## config.mk

```make
export PLATFORM = sky130hd
export DESIGN_NAME = vga_ctrl
export DESIGN_NICKNAME = d
export VERILOG_FILES = /design/src/rtl/vga_ctrl.sv
export SDC_FILE = /design/constraint.sdc
export NUM_CORES = 1
export LEC_CHECK = 0
export CAP_MARGIN = 20
export CORE_UTILIZATION = 47
export CTS_BUF_LIST = sky130_fd_sc_hd__clkbuf_8
export DETAILED_ROUTE_END_ITERATION = 6
export HOLD_SLACK_MARGIN = 0.15
export PLACE_DENSITY = 0.88
export SLEW_MARGIN = 20
export SYNTH_ARGS = -nofsm -noshare
export SYNTH_HDL_FRONTEND = slang
export SYNTH_SLANG_ARGS = --single-unit
export TNS_END_PERCENT = 30
```

## constraint.sdc

```tcl
create_clock -name vga_clk -period 2.8 [get_ports vga_clk]
set_input_delay 0.56 -clock vga_clk [delete_from_list [all_inputs] [get_ports vga_clk]]
set_output_delay 0.56 -clock vga_clk [all_outputs]
set_load 0.005 [all_outputs]
```

## src/rtl/vga_ctrl.sv

```systemverilog
// VGA timing generator: free-running line/frame counters, sync decode and a
// pixel request window one clock ahead of the active area to cover generator latency.
module vga_ctrl #(
   parameter int H_SYNC   = 96,
   parameter int H_BACK   = 40,
   parameter int H_LEFT   = 8,
   parameter int H_VALID  = 640,
   parameter int H_RIGHT  = 8,
   parameter int H_FRONT  = 8,
   parameter int H_TOTAL  = 800,
   parameter int V_SYNC   = 2,
   parameter int V_BACK   = 25,
   parameter int V_TOP    = 8,
   parameter int V_VALID  = 480,
   parameter int V_BOTTOM = 8,
   parameter int V_FRONT  = 2,
   parameter int V_TOTAL  = 525
) (
   input  logic        vga_clk,
   input  logic        sys_rst_n,
   input  logic [15:0] pix_data,
   output logic [9:0]  pix_x,
   output logic [9:0]  pix_y,
   output logic        hsync,
   output logic        vsync,
   output logic [15:0] rgb,
   output logic        frame_start
);

   localparam logic [9:0] H_LAST = 10'(H_TOTAL - 1);
   localparam logic [9:0] V_LAST = 10'(V_TOTAL - 1);
   localparam logic [9:0] H_SW   = 10'(H_SYNC);
   localparam logic [9:0] V_SW   = 10'(V_SYNC);
   localparam logic [9:0] HS     = 10'(H_SYNC + H_BACK + H_LEFT);
   localparam logic [9:0] HE     = 10'(H_SYNC + H_BACK + H_LEFT + H_VALID);
   localparam logic [9:0] VS     = 10'(V_SYNC + V_BACK + V_TOP);
   localparam logic [9:0] VE     = 10'(V_SYNC + V_BACK + V_TOP + V_VALID);

   // Catch inconsistent timing tables at elaboration.
   if (H_SYNC + H_BACK + H_LEFT + H_VALID + H_RIGHT + H_FRONT != H_TOTAL) begin : g_h_bad
      $error("vga_ctrl: horizontal fields do not sum to H_TOTAL");
   end
   if (V_SYNC + V_BACK + V_TOP + V_VALID + V_BOTTOM + V_FRONT != V_TOTAL) begin : g_v_bad
      $error("vga_ctrl: vertical fields do not sum to V_TOTAL");
   end

   logic [9:0] cnt_h;
   logic [9:0] cnt_v;
   logic       v_act;
   logic       rgb_valid;
   logic       pix_data_req;

   always_ff @(posedge vga_clk or negedge sys_rst_n) begin
      if (!sys_rst_n) begin
         cnt_h       <= '0;
         cnt_v       <= '0;
         frame_start <= 1'b0;
      end else begin
         cnt_h <= (cnt_h == H_LAST) ? 10'd0 : cnt_h + 10'd1;
         if (cnt_h == H_LAST)
            cnt_v <= (cnt_v == V_LAST) ? 10'd0 : cnt_v + 10'd1;
         // Registered so it is high exactly while the counters sit at (0,0).
         frame_start <= (cnt_h == H_LAST) && (cnt_v == V_LAST);
      end
   end

   always_comb begin
      hsync        = cnt_h < H_SW;
      vsync        = cnt_v < V_SW;
      v_act        = (cnt_v >= VS) && (cnt_v < VE);
      rgb_valid    = v_act && (cnt_h >= HS) && (cnt_h < HE);
      pix_data_req = v_act && (cnt_h >= HS - 10'd1) && (cnt_h < HE - 10'd1);
      // Subtract only inside the window so no wrapped value leaks out.
      pix_x        = pix_data_req ? cnt_h - (HS - 10'd1) : 10'h3FF;
      pix_y        = pix_data_req ? cnt_v - VS : 10'h3FF;
      rgb          = rgb_valid ? pix_data : 16'h0000;
   end

endmodule

```

After elaboration in Yosys (flattened, before gate mapping)
Cells that the tools add are included.
W data, S select, Z words.
Cells by class
  add/sub/neg operators: 4
  $mul: 0
  divide/modulo/power cells: 0
  $lt $le $gt $ge: 8
  equal/unequal tests: 2
  shift-type cells: 0
  muxes and demuxes: 5
  bitwise gates (word level): 0
  reductions and logical operators: 6
Operators by type and width (number)
  $mux W10: 4
  $lt A10 B10 Y1 const B: 3
  $add A10 B1 Y10 const B: 2
  $eq A10 B10 Y1 const B: 2
  $ge A10 B8 Y1 const B: 2
  $mux W16: 1
  $ge A10 B6 Y1 const B: 1
  $lt A10 B2 Y1 const B: 1
  $lt A10 B7 Y1 const B: 1
  $sub A10 B6 Y10 const B: 1
  $sub A10 B8 Y10 const B: 1
  $logic_and A1 B1 Y1: 6
Storage, ports and cells
  flip-flop bits (word level): 21
  latch bits: 0
  bits in writable memories: 0
  ROM bits: 0
  input port bits: 18
  output and inout port bits: 39
  logic and storage cells: 28
  memories kept: 0

Depth between registers and ports, before layout
  depth in word-level cells: 5
  depth in mapped cells: 7

Least setup slack after synthesis
OpenSTA, ideal clock, no wires.
  path type: register -> output
  start: register cnt_v[0]
  end: output port rgb[10]
  arrival: 1.816 ns
  data required time: 2.240 ns
  slack: 0.424 ns
  cell stages (with the launch flop): 8
  path through: dfrtp_1 -> ha_1 -> buf_2 -> o41ai_2 -> a21oi_1 -> o221a_4 -> buf_6 -> and2_4
Between the ends
  longest elaborated chain between the ends: 5
  elaborated cells between the ends (all ways): 6
  classes of those cells: 2 x order compare; 1 x mux; 3 x reduce/logical
Ends and longest elaborated chain
  start, declared: RTL line 48  | logic [9:0] cnt_v;
  start signal, assigned: RTL line 61  | cnt_v <= (cnt_v == V_LAST) ? 10'd0 : cnt_v + 10'd1;
  $ge A10 B6 Y1 or $lt A10 B10 Y1 (tied branches): RTL line 70  | v_act = (cnt_v >= VS) && (cnt_v < VE);
  $logic_and A1 B1 Y1 *: RTL line 70
  $logic_and A1 B1 Y1 * (2 in a row): RTL line 71  | rgb_valid = v_act && (cnt_h >= HS) && (cnt_h < HE);
  $mux W16 *: RTL line 76  | rgb = rgb_valid ? pix_data : 16'h0000;
  end, declared: RTL line 26  | output logic [15:0] rgb,
Mark *: on every way between the ends. The rest lies on a longest branch, timed or not.

Final worst setup path
  start: register cnt_v[7]
  end: output port pix_x[6]
Between the ends
  longest elaborated chain between the ends: 5
  elaborated cells between the ends (all ways): 6
  classes of those cells: 2 x order compare; 1 x mux; 3 x reduce/logical
Ends and longest elaborated chain
  $ge A10 B6 Y1 or $lt A10 B10 Y1 (tied branches): RTL line 70
  $logic_and A1 B1 Y1 *: RTL line 70
  $logic_and A1 B1 Y1 * (2 in a row): RTL line 72  | pix_data_req = v_act && (cnt_h >= HS - 10'd1) && (cnt_h < HE - 10'd1);
  $mux W10 *: RTL line 74  | pix_x = pix_data_req ? cnt_h - (HS - 10'd1) : 10'h3FF;
  end, declared: RTL line 22  | output logic [9:0] pix_x,
Marked as above.

==> results_dict.tcl <==
set metrics [dict create \
    grt_use_total 0.255 \
    drt_iter0_drc 73 \
    synth_top_family_by_area "simple AND/OR/NAND/NOR gates" \
    most-common-layout-cells "nand3_1 (26), dlygate4sd2_1 (25), buf_4 (23)" \
    nets 287 \
    tritoncts "built" \
    hp-start "cnt_h[0]$_DFF_PN0_" \
    cts_buffer_depth 2 \
    cts_buffers 3 \
    final_common_cell "nand3_1" \
    yosysSeqAreaShare 0.310 \
    cts_root_buffer "clkbuf_8" \
    routed_wl_um 4950 \
    period_minus_slack_ns 2.76 \
    r2r_end "cnt_v[5]$_DFFE_PN0P_" \
    firstDrtPassIters 4 \
    synthCells 200 \
    r2r_start "cnt_h[0]$_DFF_PN0_" \
    fin_total_pwr_w 0.000538 \
    reg2reg_slack_ns 0.90 \
    core_sq_um 3390 \
    p_per_area_nw_per_um2 216 \
    rr_worst_depth 6 \
    finalCritPeriodShare 0.986 \
    synth_compound_area_frac 0.134 \
    post-place-ws_ns 0.0355 \
    gp_congestion 0.875 \
    area_growth_pct 46.9 \
    die_w_um 62.0 \
    grt_overflow_total 0 \
    via_count 1774 \
    wire_per_inst_um 16.0 \
    synth_fa_ha_area_frac 0.0295 \
    num_rows 21 \
    ys_seq_elements 21 \
    start_util 0.500 \
    setup_violations 0 \
    cp_data_arrival_time_ns 2.20 \
    hold_class "flop to flop" \
    ys_warn_count 0 \
    layout-drive-gt1-share 0.227 \
    synth_mux_area_frac 0.00591 \
    worstPathMaxFanout 10 \
    chipHeight_um 62.0 \
    grt_pass1_wl_um 7040 \
    async_flop_share 1.00 \
    grt_pass1_vias 1529 \
    synth_ff_type "dfrtp_1" \
    dp_hpwl_um 3210 \
    finalClockSkew_ns 0.00285 \
    drc 0 \
    clkTransAtPathRegs_ns 0.08 \
    fillers 269 \
    synthSimpleGateAreaFrac 0.335 \
    ir_worst_vdd_mv 0.185 \
    worstSetupPathType "flop to output pin" \
    syn_area_sq_um 1690 \
    grt_max_degree 22 \
    clock_latency_ns 0.27 \
    clock_sinks 21 \
    postRouteAntennaNets 0 \
    antenna_found_initial 0 \
    min_to "cnt_h[0]$_DFF_PN0_" \
    post-route-util 0.734 \
    worst_pin_slew_ns 0.400 \
    synth_nets 222 \
    leakagePower_nw 1.16 \
    start_kind "flop" \
    required_ns 2.24 \
    diodes 0 \
    drv_slew 0 \
    max_slew_margin 0.732 \
    status "completed" \
    ctsHtreeMaxLevel 1 \
    synth.distinct_cells 45 \
    crit_path_end_kind "output pin" \
    fmaxAchievable_mhz 362 \
    dieArea_sq_um 3850 \
    hold_depth 1 \
    hold_violations 0 \
    synth-edff-count 0 \
    via_per_inst 5.72 \
    numPortBuffers 56 \
    synth_xor_area_frac 0.0982 \
    ios 57 \
    drv_cap 0 \
    setup_ws_ns 0.0402 \
    synth.avg_cell_area_sq_um 8.47 \
]
## power breakdown
group / switching (W) / internal [W] / total, W
clock network: 0.000105 / 0.0000994 / 0.000204
registers: 0 / 0.000303 / 0.000303
logic: 0.00000898 / 0.0000215 / 0.0000305
total: 0.000114 / 0.000424 / 0.000538
## area by class of cell
class	count	area, sq um	area share
multi-input cells	151	1090	0.438
clock buffers	3	41.3	0.0166
well taps	46	57.6	0.0231
flip-flops and latches	21	528	0.212
clock inverters	1	5.00	0.00201
inverters	5	18.8	0.00754
repair buffers	83	748	0.301
## registers in the layout, summed over array words and instances, names as in the netlist
name / cells
cnt_h: 10
cnt_v: 10
frame_start: 1
## how the worst max path moves through the flow
stage / start / endpoint / slack (ns) / cells after the start
final: cnt_v[7]$_DFFE_PN0P_ / pix_x[6] / 0.04 / 8
after detailed placement: cnt_v[0]$_DFFE_PN0P_ / pix_x[7] / 0.04 / 7
after CTS: cnt_v[0]$_DFFE_PN0P_ / pix_y[3] / -0.15 / 7
after global routing: cnt_v[7]$_DFFE_PN0P_ / rgb[5] / -0.04 / 6
after floorplan: cnt_v[0]$_DFFE_PN0P_ / rgb[10] / 0.42 / 7
after global placement: cnt_v[0]$_DFFE_PN0P_ / pix_x[7] / 0.12 / 7
## critical path: stages, from the launching register on
cell	delay, ns
dfrtp_1	0.47
nor3_2	0.34
and4b_2	0.34
o22a_1	0.20
buf_6	0.12
buf_8	0.12
buf_4	0.13
o2111ai_1	0.09
clkbuf_2	0.13
## layer usage
metal,part of all wire,track usage,wire length (um)
met1,0.40,0.336,1980
met2,0.49,0.418,2430
met3,0.092,0.0331,453
met4,0.019,0.114,92
met5,0,0,0
## synth_stat cells, types with 5 or more instances
cell type,number,share of area
a21oi_1,5,0.015
and2_1,7,0.026
and2_4,10,0.052
buf_2,6,0.018
clkbuf_1,13,0.029
dfrtp_1,21,0.31
inv_1,5,0.011
nand2_1,10,0.022
nand3_1,26,0.077
nand4_1,5,0.018
nor2_1,10,0.022
o21ai_0,8,0.024
xnor2_1,11,0.057
xor2_1,8,0.041
## what timing repair did
action                     CTS  global route
setup endpoints to repair   36            36
resized for setup           43            21
pin swaps                    3             8
cloned                       0             1
hold buffers                 0             0
buffers inserted             1             9
## through the flow
stage	hold WS (ns)	cells	TNS, ns	instance area, sq um
detailed placement	0.538	295	0	2310
global placement	0.508	295	0	2310
global route	0.527	310	-0.372	2490
floorplan	0.264	200	0	1690
CTS	0.550	300	-0.696	2380
finish	0.501	310	0	2490
## cell families (layout without fill, tap and decap cells)
logic type                 Yosys count  after routing
adders and majority gates            4              4
muxes                                1              1
DFF                                 21             21
xor gates and xnor gates            19             19
buffers and inverters               29             92
and+or+nand+nor                     95             95
AOI/OAI and AO/OA                   31             32
No activity file was read; power rests on OpenSTA's default activity.
